## src/rtl/odo_div_ctrl.sv

```systemverilog
// rtl/odo_div_ctrl.sv - sequencing and ratio control for the odd/even clock divider
module odo_div_ctrl #(
  parameter int CNT_W   = 8,
  parameter int DEF_DIV = 9,
  parameter int MIN_DIV = 2
) (
  input  logic             clk,
  input  logic             rst,
  input  logic             en,
  input  logic             cfg_valid,
  input  logic [CNT_W-1:0] cfg_div,
  output logic             cfg_ready,
  output logic             cfg_err,
  output logic [CNT_W-1:0] div_cnt,
  output logic             clkp,
  output logic             odd_mode,
  output logic             period_start,
  output logic [CNT_W-1:0] active_div,
  output logic             busy
);

  typedef enum logic [1:0] {ST_STOP = 2'd0, ST_RUN = 2'd1, ST_PEND = 2'd2} state_t;

  localparam logic [CNT_W-1:0] DEF_V = CNT_W'(DEF_DIV);
  localparam logic [CNT_W-1:0] MIN_V = CNT_W'(MIN_DIV);

  state_t           state, state_nxt;
  logic [CNT_W-1:0] pend_div;
  logic [CNT_W-1:0] cnt_nxt, div_nxt, pend_nxt;
  logic             err_nxt, clkp_nxt, ps_nxt, running_nxt;
  logic             accept, legal, wrap;

  // Handshake and period-boundary decode shared by the FSM and datapath
  assign accept = cfg_valid & cfg_ready;
  assign legal  = (cfg_div >= MIN_V);
  assign wrap   = (div_cnt == active_div - CNT_W'(1));

  // State register
  always_ff @(posedge clk) begin
    if (rst) state <= ST_STOP;
    else     state <= state_nxt;
  end

  // Next-state: run/stop and ratio switches only take effect on the wrap cycle
  always_comb begin
    state_nxt = state;
    case (state)
      ST_STOP: if (en) state_nxt = ST_RUN;
      ST_RUN: begin
        if (wrap)                 state_nxt = en ? ST_RUN : ST_STOP;
        else if (accept && legal) state_nxt = ST_PEND;
      end
      ST_PEND: if (wrap) state_nxt = en ? ST_RUN : ST_STOP;
      default: state_nxt = ST_STOP;
    endcase
  end

  // Output decode: next values of the registered outputs, plus the unregistered cfg_ready
  always_comb begin
    cfg_ready = ~rst && (state != ST_PEND);
    cnt_nxt   = div_cnt;
    div_nxt   = active_div;
    pend_nxt  = pend_div;
    err_nxt   = accept && !legal;
    case (state)
      ST_STOP: begin
        cnt_nxt = '0;
        if (accept && legal) div_nxt = cfg_div;
      end
      ST_RUN: begin
        cnt_nxt = wrap ? '0 : div_cnt + CNT_W'(1);
        if (accept && legal) begin
          if (wrap) div_nxt  = cfg_div;
          else      pend_nxt = cfg_div;
        end
      end
      ST_PEND: begin
        cnt_nxt = wrap ? '0 : div_cnt + CNT_W'(1);
        if (wrap) div_nxt = pend_div;
      end
      default: cnt_nxt = '0;
    endcase
    // The high phase is computed against the ratio of the cycle being entered,
    // so a new ratio shapes its first period from div_cnt = 0
    running_nxt = (state_nxt != ST_STOP);
    clkp_nxt    = running_nxt && (cnt_nxt < (div_nxt >> 1));
    ps_nxt      = running_nxt && (cnt_nxt == '0);
  end

  // Datapath registers; reset drops any pending ratio
  always_ff @(posedge clk) begin
    if (rst) begin
      div_cnt      <= '0;
      clkp         <= 1'b0;
      period_start <= 1'b0;
      cfg_err      <= 1'b0;
      active_div   <= DEF_V;
      odd_mode     <= DEF_V[0];
      pend_div     <= DEF_V;
      busy         <= 1'b0;
    end else begin
      div_cnt      <= cnt_nxt;
      clkp         <= clkp_nxt;
      period_start <= ps_nxt;
      cfg_err      <= err_nxt;
      active_div   <= div_nxt;
      odd_mode     <= div_nxt[0];
      pend_div     <= pend_nxt;
      busy         <= running_nxt;
    end
  end

endmodule

```

## config.mk

```make
export PLATFORM = sky130hd
export DESIGN_NAME = odo_div_ctrl
export DESIGN_NICKNAME = d
export VERILOG_FILES = /design/src/rtl/odo_div_ctrl.sv
export SDC_FILE = /design/constraint.sdc
export NUM_CORES = 1
export LEC_CHECK = 0
export CAP_MARGIN = 40
export CORE_MARGIN = 2
export CORE_UTILIZATION = 45
export CTS_CLUSTER_SIZE = 20
export DETAILED_ROUTE_END_ITERATION = 10
export GPL_ROUTABILITY_DRIVEN = 0
export HOLD_SLACK_MARGIN = 0.15
export PLACE_DENSITY = 0.7
export REMOVE_ABC_BUFFERS = 1
export SLEW_MARGIN = 20
export SYNTH_ARGS = -nofsm -noshare
export SYNTH_HDL_FRONTEND = slang
export SYNTH_SLANG_ARGS = --single-unit
```

## constraint.sdc

```tcl
create_clock -name clk -period 4.02 [get_ports clk]
set_clock_uncertainty 0.05 [all_clocks]
set_input_delay 0.804 -clock clk [delete_from_list [all_inputs] [get_ports clk]]
set_output_delay 0.804 -clock clk [all_outputs]
set_load 0.005 [all_outputs]
```

### Word level (Yosys, flattened, before mapping)

Index checks and enable logic that the tools add are counted.

* shifts and indexed selects: 0
* equality and inequality tests: 4
* reductions and logical operators: 11
* add/sub/neg operators: 2
* multiply operators: 0
* order comparisons: 2
* multiplexer cells: 13
* bitwise gates (word level): 3
* div/mod/pow operators: 0

Operators by type and width (number)
* $mux W8: 6
* $pmux W8 S3: 1
* $add A8 B1 Y8 const B: 1
* $eq A8 B8 Y1: 1
* $ge A8 B2 Y1 const B: 1
* $logic_not A8 Y1: 1
* $lt A8 B7 Y1: 1
* $mux W2: 4
* $sub A8 B1 Y8 const B: 1
* $pmux W2 S3: 1
* $logic_and A1 B1 Y1: 5
* $reduce_and A3 Y1: 1
* $eq A2 B1 Y1 const B: 1
* $eq A2 B2 Y1 const B: 1
* $logic_not A2 Y1: 1
* $ne A2 B2 Y1 const B: 1
* $not A1 Y1: 2
* $reduce_bool A2 Y1: 1
* $reduce_or A2 Y1: 1
* $and A1 B1 Y1: 1
* $logic_not A1 Y1: 1
* $mux W1: 1

* memories: 0
* memory bits (writable): 0
* input port bits: 12
* bits in read-only memories: 0
* bits in registers: 31
* bits in latches: 0

### Longest topological paths before layout

* word-level depth: 9
* mapped depth: 17
* mapped depth without buffers: 16

### Worst setup path before layout

Ideal clock, no wire load.

* kind: register to register
* start: reg (tool-made name)
* end: reg clkp
* setup time: 0.060 ns
* path buffers: 1
* stages on the path, launching flop included: 17
* required time: 3.910 ns
* path slack: 0.754 ns
* data arrival time: 3.156 ns
* path through: dfxtp_1 -> inv_1 -> ha_1 -> or3b_1 -> and3b_2 -> a311oi_1 -> o211a_1 -> buf_6 -> a21oi_2 -> a211o_1 -> a21oi_1 -> ha_1 -> a21o_1 -> a21oi_1 -> o21ai_0 -> o21ai_1 -> o2111a_1

RTL lines
* to (signal assigned): RTL line 103 `clkp <= clkp_nxt;`
* to (decl): RTL line 15 `output logic clkp,`

### Worst setup path after layout

* start: reg active_div[1]
* end: reg clkp

* longest elaborated chain between the ends: 7

RTL lines
* from (decl): RTL line 18 `output logic [CNT_W-1:0] active_div,`
* from (signal assigned): RTL line 106 `active_div <= div_nxt;`
* $sub A8 B1 Y8: RTL line 36 `assign wrap = (div_cnt == active_div - CNT_W'(1));`
* $eq A8 B8 Y1: RTL line 36
* $mux W8: RTL line 73 `if (wrap) div_nxt = cfg_div;`
* $mux W8: RTL line 72 `if (accept && legal) begin`
* $pmux W8 S3: RTL line 65 `case (state)`
* $lt A8 B7 Y1: RTL line 86 `clkp_nxt = running_nxt && (cnt_nxt < (div_nxt >> 1));`
* $logic_and A1 B1 Y1 *: RTL line 86

Every way passes the cells marked *; elsewhere a longest branch is shown, timed or not.
A chain may end at the register's enable or synchronous reset.

==> flow_summary.ini <==
[drt]
wl_per_cell_um = 15.1
ant_nets = 0
route.met3.wl_um = 183
via_count = 1793
drtIter0Drc = 116
dr_wl_met2_um = 2220
wl_met1_um = 2320
routed_wl_um = 4790
drc = 0
drtPass1Iterations = 4
highest_layer = met4
viasPerCell = 5.64

[worst_setup_path]
r2r_cells = 16
rr_endpoint = clkp
crit_path_end = clkp
rrSetupSlack_ns = 0.39
critPathKind = register to register
cp-start-kind = register
cp_max_fo = 8
regToRegStartpoint = active_div[1]
crit_required_ns = 4.20
crit_start = active_div[1]
cp-end-kind = register
worstPathArrival_ns = 3.80

[finish]
drive_above_1_share_pct = 13.2
layout.nets = 290
final_cell_mix = clkdlybuf4s50_1 (33), dfxtp_1 (29), nor2_1 (23)
fin_area_mm2 = 0.00244
final_common_cell = clkdlybuf4s50_1
n_antenna_cell = 0
area_growth_pct = 22.9
fin_util_pct = 56.9

[power]
clock_power_share_pct = 20.6
vdd.ir_drop.worst_mv = 0.271
swShare_pct = 36.8
p_comb_share_pct = 45.3
p_int_uw = 705
seqPwrFrac_pct = 34.1
p_per_area_mw_per_mm2 = 456
p_leak_uw = 0.000993
p_sw_uw = 411

[floorplanning]
rows = 24
coreArea_mm2 = 0.00429
die-area_mm2 = 0.00497
io_pins = 34
floorplan.die.width_um = 70.5
start_util_pct = 46.3
die_height_um = 70.5

[synth]
post_synth_xor_area_fraction_pct = 6.98
async_flop_share_pct = 0
yosysWarnings = 0
ys_types = 60
synth_top_family_by_area = compound AO/OA/AOI/OAI gates
syn_inst = 230
avgSynthCellArea_um2 = 8.65
yosysTopAreaCell = dfxtp_1
synth_ff_type = dfxtp_1
ys_seq_area_share_pct = 30.2
synth_edf_count = 0
ys_seq_elements = 30
syn_area_mm2 = 0.00199
synthMuxAreaShare_pct = 6.23
synth_fa_ha_area_share_pct = 7.55
synth_area_leaders = dfxtp_1 (30%), ha_1 (7.5%), mux2i_1 (4.5%)
synth_compound_area_share_pct = 21.6
synth-simple-area-share_pct = 20.6
synth.top_cell.area_share_pct = 30.2

[cts]
tritoncts = yes
clockBufferDepth = 2
ctsHoldBuffers = 0
insertion_delay_ns = 0.28
cts_root_buffer = clkbuf_8
cts.clk_slew.worst_paths_ns = 0.06
cts_max_level = 2
numCtsBuffers = 5
cts_sinks = 30

[placement]
portBuffers = 33
place_hpwl_um = 3530
place_area_mm2 = 0.00235

[global_routing]
grt_first_pass_wirelength_um = 8150
grt_max_degree = 24
grt.total_usage_pct = 20.6
grt_overflow = 0
grt_pass1_vias = 1709
antenna_found_initial = 0

[sta]
hold_viol_final = 0
rsz0062_at_grt = no
tightest_slew_ns = 0.520
period_minus_slack_ns = 3.63
slew_viol_final = 0
relSlewSlack_pct = 65.2
setup_tns_ns = 0
timing.fmax_mhz = 276
period_share_pct = 90.2
finalSetupViolCount = 0

[worst_hold_path]
hp-class = register to register

[outcome]
outcome = completed

[run]
drv_cap = 0
## area by class of cell
| type | count | area (um^2) |
|---|---|---|
| clock inverters | 2 | 10.0 |
| well taps | 52 | 65.1 |
| fillers | 397 | 1850 |
| repair buffers | 42 | 398 |
| inverters | 13 | 48.8 |
| flip-flops and latches | 30 | 602 |
| multi-input cells | 174 | 1250 |
| clock buffers | 5 | 68.8 |
## power by group through the flow
stage          Combinational, uW  Sequential (uW)  Clock (uW)
4_1_cts                      491              380         234
3_3_place_gp                 481              388           0
2_1_floorplan                306              384           0
3_5_place_dp                 489              385           0
6_report                     506              381         230
5_1_grt                      561              388         251
## timing repair
action                                  in CTS  in global routing
gates resized for setup                      0                  2
endpoints found under the setup margin       0                  1
buffers inserted                             0                  2
endpoints found under the hold margin        0                  0
## flip-flops by register name, indices dropped and copies added (netlist names), named ones only
register,cells
clkp,1
state,2
div_cnt,8
active_div,7
busy,1
period_start,1
cfg_err,1
pend_div,8
## cells in the mapped netlist, types with 2 or more instances
cell / instances
a41o_1: 2
xor2_1: 7
clkbuf_1: 6
ha_1: 12
a311oi_1: 2
a211o_1: 2
a21o_1: 2
nand2_1: 17
nor2_1: 23
mux2i_1: 9
a211oi_1: 2
and3_1: 4
o21ai_0: 7
o211a_1: 2
a21oi_1: 8
buf_4: 2
a32oi_1: 4
nor3b_1: 2
and2_1: 4
xnor2_1: 7
buf_6: 4
nor4_1: 2
nor3_1: 9
dfxtp_1: 30
a32o_1: 3
inv_1: 13
mux2_2: 3
o31ai_1: 2
nand3_1: 9
## worst max-delay path, cell delays in order (launching register included)
cell,delay (ns)
dfxtp_1,0.44
inv_1,0.12
ha_1,0.24
or3b_1,0.18
and3b_2,0.20
a311oi_1,0.34
o211a_2,0.39
a21o_4,0.21
a32oi_1,0.11
nor2_1,0.15
a21oi_1,0.06
ha_1,0.30
a21o_1,0.18
a21oi_1,0.16
o21ai_0,0.10
o21ai_1,0.13
o2111a_1,0.19
## metal layers
layer / up-vias / GRT usage, %
met4: 0 / 6.84
met3: 7 / 3.17
met2: 39 / 33.2
met1: 843 / 28.0
li1: 904 / -
met5: - / 0
## logic make-up (layout without fill, tap and decap cells)
group           count (synthesis)  in the layout
mux                            12             12
buf+inv                        26             62
flops                          30             30
xor+xnor                       15             15
compound gates                 53             53
fa+ha+maj                      12             12
simple gates                   82             82
## worst min-delay path by stage
| stage | from | cells after the start | end | slack [ns] |
|---|---|---|---|---|
| 2_1_floorplan | pend_div[0] | 2 | pend_div[0] | 0.39 |
| 3_3_place_gp | pend_div[0] | 2 | pend_div[0] | 0.41 |
| 3_5_place_dp | pend_div[3] | 2 | pend_div[3] | 0.41 |
| 4_1_cts | pend_div[0] | 2 | pend_div[0] | 0.44 |
| 5_1_grt | pend_div[3] | 2 | pend_div[3] | 0.47 |
| 6_report | pend_div[0] | 2 | pend_div[0] | 0.44 |
## per-stage QoR
step,hold slack [ns],worst slack [ns],instances,total power [uW]
3_3_place_gp,0.406,0.372,309,869
5_1_grt,0.475,0.0651,318,1200
2_1_floorplan,0.390,0.394,217,690
4_1_cts,0.437,0.263,316,1100
6_report,0.440,0.394,318,1120
3_5_place_dp,0.414,0.278,309,874
Power figures use the tool's default switching activity.
